### config.mk
export PLATFORM = sky130hd
export DESIGN_NAME = move_set_fifo
export DESIGN_NICKNAME = d
export VERILOG_FILES = /design/src/rtl/move_set_fifo.sv
export SDC_FILE = /design/constraint.sdc
export NUM_CORES = 1
export LEC_CHECK = 0
export ABC_AREA = 0
export BUFFER_PORTS_ARGS = -buffer_cell sky130_fd_sc_hd__buf_2
export CORE_MARGIN = 2
export CORE_UTILIZATION = 54
export DETAILED_ROUTE_END_ITERATION = 6
export GPL_TIMING_DRIVEN = 0
export PLACE_DENSITY_LB_ADDON = 0.25
export SKIP_CTS_REPAIR_TIMING = 1
export SYNTH_ARGS = -nofsm -noshare
export SYNTH_HDL_FRONTEND = slang
export SYNTH_SLANG_ARGS = --single-unit
export TNS_END_PERCENT = 1
### constraint.sdc
create_clock -name CLOCK -period 1.84 [get_ports CLOCK]
set_clock_uncertainty 0.05 [all_clocks]
set_input_delay 0.092 -clock CLOCK [delete_from_list [all_inputs] [get_ports CLOCK]]
set_output_delay 0.092 -clock CLOCK [all_outputs]
set_load 0.02 [all_outputs]
### src/rtl/move_set_fifo.sv
// Elastic DEPTH-entry FIFO for move-set bundles (NRAY ray fields + NKN knight fields).
// Valid/ready on both sides, registered head data, occupancy report and synchronous flush.
module move_set_fifo #(
    parameter int NRAY  = 8,
    parameter int RAY_W = 11,
    parameter int NKN   = 8,
    parameter int KN_W  = 8,
    parameter int DEPTH = 4
) (
    input  logic                         CLOCK,
    input  logic                         RESET_N,
    input  logic                         FLUSH,
    input  logic                         IN_VALID,
    output logic                         IN_READY,
    input  logic [NRAY*RAY_W-1:0]        RAY_IN,
    input  logic [NKN*KN_W-1:0]          KN_IN,
    output logic                         OUT_VALID,
    input  logic                         OUT_READY,
    output logic [NRAY*RAY_W-1:0]        RAY_OUT,
    output logic [NKN*KN_W-1:0]          KN_OUT,
    output logic [$clog2(DEPTH+1)-1:0]   LEVEL
);

    localparam int RW = NRAY * RAY_W;
    localparam int KW = NKN * KN_W;
    localparam int BW = RW + KW;
    localparam int PW = $clog2(DEPTH);
    localparam int LW = $clog2(DEPTH + 1);

    logic [BW-1:0] mem_q [DEPTH];
    logic [BW-1:0] mem_d [DEPTH];
    logic [PW-1:0] wr_ptr_q, wr_ptr_d;
    logic [PW-1:0] rd_ptr_q, rd_ptr_d;
    logic [LW-1:0] level_q, level_d;
    logic          in_ready_q, in_ready_d;
    logic          out_valid_q, out_valid_d;
    logic [BW-1:0] head_q, head_d;
    logic [BW-1:0] in_bundle_s;
    logic          push_s;
    logic          pop_s;

    assign in_bundle_s = {RAY_IN, KN_IN};
    assign push_s      = IN_VALID & in_ready_q;
    assign pop_s       = out_valid_q & OUT_READY;

    // Next-state: storage, pointers, occupancy and registered head/flags.
    always_comb begin
        mem_d    = mem_q;
        wr_ptr_d = wr_ptr_q;
        rd_ptr_d = rd_ptr_q;
        level_d  = level_q;
        head_d   = head_q;
        if (FLUSH) begin
            wr_ptr_d = '0;
            rd_ptr_d = '0;
            level_d  = '0;
        end else begin
            if (push_s) begin
                mem_d[wr_ptr_q] = in_bundle_s;
                wr_ptr_d        = wr_ptr_q + PW'(1);
            end else begin
                wr_ptr_d = wr_ptr_q;
            end
            if (pop_s) begin
                rd_ptr_d = rd_ptr_q + PW'(1);
            end else begin
                rd_ptr_d = rd_ptr_q;
            end
            case ({push_s, pop_s})
                2'b10:   level_d = level_q + LW'(1);
                2'b01:   level_d = level_q - LW'(1);
                default: level_d = level_q;
            endcase
            // The head register mirrors mem_q[rd_ptr]; refresh it whenever the head slot changes.
            if (pop_s) begin
                if (level_q == LW'(1)) begin
                    if (push_s) begin
                        head_d = in_bundle_s;
                    end else begin
                        head_d = head_q;
                    end
                end else begin
                    head_d = mem_q[rd_ptr_q + PW'(1)];
                end
            end else if (push_s && (level_q == LW'(0))) begin
                head_d = in_bundle_s;
            end else begin
                head_d = head_q;
            end
        end
        in_ready_d  = (level_d < LW'(DEPTH));
        out_valid_d = (level_d != LW'(0));
    end

    // State registers with asynchronous reset.
    always_ff @(posedge CLOCK or negedge RESET_N) begin
        if (!RESET_N) begin
            for (int i = 0; i < DEPTH; i++) begin
                mem_q[i] <= '0;
            end
            wr_ptr_q    <= '0;
            rd_ptr_q    <= '0;
            level_q     <= '0;
            in_ready_q  <= 1'b0;
            out_valid_q <= 1'b0;
            head_q      <= '0;
        end else begin
            for (int i = 0; i < DEPTH; i++) begin
                mem_q[i] <= mem_d[i];
            end
            wr_ptr_q    <= wr_ptr_d;
            rd_ptr_q    <= rd_ptr_d;
            level_q     <= level_d;
            in_ready_q  <= in_ready_d;
            out_valid_q <= out_valid_d;
            head_q      <= head_d;
        end
    end

    assign IN_READY  = in_ready_q;
    assign OUT_VALID = out_valid_q;
    assign LEVEL     = level_q;
    assign RAY_OUT   = head_q[BW-1:KW];
    assign KN_OUT    = head_q[KW-1:0];

endmodule
; After elaboration in Yosys (flattened, before gate mapping)
; Index checks and enable logic that the tools add are counted.
[classes]
reduce_logical = 9
add_sub_neg = 4
mux = 16
eq_ne = 4
n_bitwise = 5
magnitude_cmp = 4
[ops]
columns = op, n
row1 = $mux 152, 7
row2 = $bwmux 608, 1
row3 = $bmux 152 s2, 1
row4 = $demux 152 s2, 1
row5 = $mux 2, 4
row6 = $ge 3x3->1 const B, 2
row7 = $not 2->3, 2
row8 = $pmux 3 s2, 1
row9 = $reduce_bool 2->1, 3
row10 = $add 2x1->2 const B, 2
row11 = $add 3x1->3 const B, 1
row12 = $eq 3x1->1 const B, 1
row13 = $logic_not 3->1, 1
row14 = $lt 3x1->1 const B, 1
row15 = $lt 3x3->1 const B, 1
row16 = $mux 3, 1
row17 = $ne 3x3->1 const B, 1
row18 = $reduce_and 3->1, 1
row19 = $reduce_bool 3->1, 1
row20 = $sub 3x1->3 const B, 1
row21 = $and 1x1->1, 2
row22 = $eq 2x1->1 const B, 1
row23 = $eq 2x2->1 const B, 1
row24 = $logic_and 1x1->1, 2
row25 = 2 further kinds, 2
[totals]
word_cells = 52
reg_bits = 769

; Logic depth before layout (Yosys ltp)
[depth]
ltp_word = 7
depth_mapped = 9
ltp_nobuf = 6

; Least setup slack after synthesis
; OpenSTA, ideal clock, no wires.
[synth_path]
kind = register -> register
from = reg level_q[0], in the netlist LEVEL[0]
to = reg head_q[100]
required_time_ns = 1.667
setup_slack_ns = -0.153
n_path_buf = 3
synth_period_minus_slack_ns = 1.993
stages_incl_launch_ff = 10
t_arrival_ns = 1.820
setup_ns = 0.123
path_cell_list = dfrtp_1 -> inv_1 -> ha_1 -> nor2b_1 -> o21a_1 -> buf_2 -> buf_4 -> buf_1 -> nand3_1 -> o221a_1
[synth_via]
elab_chain_cells = 4
elab_cells_between_ends = 8
classes_between = eq/ne: 2 / mux: 2 / reduce/logical: 4
[synth_lines]
columns = element, line
row1 = "start, declared", 34  ; logic [LW-1:0] level_q, level_d;
row2 = "start signal, assigned", 113  ; level_q <= level_d;
row3 = branches (longest 4 deep; another with $eq 3x1->1), -
row4 = "end signal, assigned", 106  ; head_q <= '0;
row5 = "end signal, assigned", 116  ; head_q <= head_d;
row6 = "end, declared", 37  ; logic [BW-1:0] head_q, head_d;
; Several ways; the timed one is not identified.
; A chain may end at the register's enable or synchronous reset.

; Worst setup path in the final report
[layout_path]
from = reg level_q[0], in the netlist LEVEL[0]
to = reg head_q[139]
; Same word-level chain as after synthesis.

==> results.md <==
- Status: finished, violations left
- Failing checks: hold timing, setup timing
- GP Congestion: slightly above 0.8
- EDFF count, synth: 0
- Routed WL per cell: 23.7 µm
- Tmin final: 2.05 ns
- Final nets: 2964
- Final core utilization: 0.681
- Setup violations, final: around 230
- Worst hold slack: -0.620 ns
- Core area: ~60000 µm²
- Worst hold-check path type: input port to async pin
- CP endpoint kind: flip-flop
- Vias in the first global route: approximately 22k
- Post-detail-place hpwl: approximately 56000 µm
- Num Clock Sinks: 769
- Critical path class: flip-flop to flip-flop
- Crit-path cells: ha_4, inv_2, o21ai_4, buf_12, or2_4, buf_12, clkbuf_16, buf_8, o221a_1
- Initial Utilization: 0.547
- Total Wirelength: 87700 µm
- Post-route ant nets: 0
- Reg clk slew, reported paths: about 0.060 ns
- Global-route wire length before repair: around 130000 µm
- Crit path largest cell delay: ~0.45 ns
- Largest net degree at the start of global routing: 127
- Static Leak: between 15 and 20 nW
- Cts bufs inserted: 81
- Yosys top cell by area: dfrtp_1
- Crit path DAT: roughly 2.5 ns
- CTS root buf: clkbuf_16
- Drt drc: 0
- Top cell type's share of synthesized area: 0.570
- DRC marker count from the first detailed-route iteration: 1495
- Syn nets: between 2k and 2.5k
- Unrepaired setup endpoints after global routing: true
- WP data required: 2.29 ns
- Layout cells sized above 1: 0.514
- Final worst slack: -0.207 ns
- Crit path top cell by count: buf_12
- Port bufs: approximately 310
- Asr flop ratio synth: 1.00
- Max-Cap Viols: 0
- Deepest clock path buffer count: 3
- Syn Std Cell Area: roughly 34000 µm²
- CTS tree: built
- Area contributors post-synth: dfrtp_1 (57%), mux2_2 (20%), mux4_2 (10%)
- Final instance area: 42100 µm²
- Grt ovf: 0
- Peak supply drop: about 0.90 mV
- TritonRoute pass-1 iters: 7
- Die height: ~250 µm
- Total track usage: 0.266
- Distinct cells, synth: 35
- H-tree depth: 3
- Most used DFF post-synth: dfrtp_1
- CP Launch Type: flip-flop
- CP max-delay cell: dfrtp_2
- Number of cell rows: 91
- Slew @ Worst Pin: around 0.68 ns
- Die Wd: 254 µm
- Pins Over Slew Limit: 0
- Relative slew margins: 0.544
- Die ar.: approximately 65000 µm²
- Post-synthesis sequential area ratio: 0.570
- Vias/cell: 5.93
- Gate count after technology mapping: ~2.2k
- Yosys warns: 0
- Max frequency: around 500 MHz
- Yosys reg bits: approximately 770
- Pwr Density: between 1500 and 2000 nW/µm²
- Initial antenna violation count: 8
- Final hold violations: between 150 and 200
- Final worst-path cycle share: 1.11
- Area post-placement: 36600 µm²
- Via count: approximately 22k
- Area delta synth->final: 24.6%
- Crit Path Max Fanout: 10
- Worst-skew pair later-pin latency: around 0.63 ns
- Syn Area/Cell: 15.2 µm²
- IO Count: 314
[cell usage after synthesis (2+ instances only)]
library cell and count:
nand3_1 153, nor2b_1 2, ha_1 8, buf_4 4, dfrtp_1 769, mux4_2 152
inv_1 5, mux2_2 608, nor2_1 159, buf_1 29, buf_2 91, clkbuf_1 60
and2_1 3, nand2_1 9, o221a_2 72, xnor2_1 5, xor2_1 2, o221a_1 80
[critical path, delay by kind of cell, from the launching register on]
kind                       cells  cell delay [ns]
DFF                            1             0.45
buffers and inverters          5             0.69
AOI/OAI and AO/OA              2             0.29
adders and majority gates      1             0.17
and+or+nand+nor                1             0.25
[layer usage]
metal | vias up | routed length (µm) | global-route usage
met5 | - | 22 | 0
met4 | 4 | 2280 | 0.0995
met3 | 146 | 5140 | 0.0605
met2 | 645 | 43500 | 0.427
met1 | 11626 | 36700 | 0.356
li1 | 9561 | - | -
[final timing paths]
path / start / to / slack [ns] / cells past startpoint
worst min register to register: mem_q[595] / mem_q[595] / 0.45 / 1
max in group asynchronous: RESET_N / mem_q[575] / 0.36 / 4
worst max register to register: LEVEL[0] / head_q[139] / -0.21 / 9
worst min-delay path: RESET_N / mem_q[13] / -0.62 / 1
min in group CLOCK: FLUSH / mem_q[540] / 0.13 / 5
worst max-delay path: LEVEL[0] / head_q[139] / -0.21 / 9
[power breakdown]
group	switching [mW]	internal [mW]	total, mW
Sequential	4.05	24.5	28.6
Combinational	10.5	12.9	23.4
Clock	6.71	8.86	15.6
Total	21.2	46.3	67.5
[kinds of logic (layout without fill, tap and decap cells)]
| logic type | after synthesis | after routing | synth area share |
|---|---|---|---|
| buffers and inverters | 190 | 823 | 0.0251 |
| other | 0 | 10 | 0 |
| AO/OA/AOI/OAI | 163 | 163 | 0.0533 |
| adder cells (fa/ha/maj) | 8 | 8 | 0.00296 |
| flip-flops | 769 | 769 | 0.570 |
| multiplexers | 761 | 761 | 0.304 |
| XOR/XNOR | 7 | 7 | 0.00181 |
| AND/OR/NAND/NOR | 330 | 330 | 0.0430 |
[cell usage in the layout, fill, tap and decap left out, types with 3 or more instances in the layout]
cell,count
buf_6,37
clkbuf_16,85
mux4_2,152
clkbuf_4,31
nand3_1,153
o221a_1,80
buf_16,6
buf_4,26
clkbuf_2,40
dlygate4sd3_1,154
ha_1,6
mux2_2,532
o221a_2,70
buf_2,321
dfrtp_2,4
inv_6,6
xnor2_1,5
buf_12,27
buf_8,9
nand2_4,3
diode_2,10
clkbuf_8,13
clkinv_2,10
mux2_4,76
clkbuf_1,47
dfrtp_1,765
nor2_1,158
nand2_1,5
inv_2,4
[per-stage QoR]
| step | instances | hold WS (ns) | power (mW) | setup TNS, ns | setup WS [ns] |
|---|---|---|---|---|---|
| 2_1_floorplan | 2228 | -0.254 | 42.9 | -3.66 | -0.0424 |
| 3_3_place_gp | 3378 | 0.329 | 48.7 | - | -15.89 |
| 3_5_place_dp | 3384 | 0.203 | 50.1 | -671.63 | -1.22 |
| 4_1_cts | 3529 | -0.474 | 65.7 | -560.53 | -1.24 |
| 5_1_grt | 3704 | -0.569 | 70.9 | -41.89 | -0.258 |
| 6_report | 3708 | -0.620 | 67.5 | -22.75 | -0.207 |
[registers in the layout, indices dropped and copies added (netlist names)]
name	count
rd_ptr_q	2
head_q	152
IN_READY	1
OUT_VALID	1
LEVEL	3
mem_q	608
wr_ptr_q	2
[area by class of cell]
type / instances / area [µm²]
clock inverter: 20 / 173
timing repair buffer: 490 / 3560
inverter: 5 / 18.8
clock buffer: 125 / 2320
multi-input combinational: 1269 / 14100
buffer: 183 / 1650
sequential: 769 / 19200
fill: 4186 / 19700
antenna: 10 / 25.0
tap: 837 / 1050
Power figures use the tool's default switching activity.
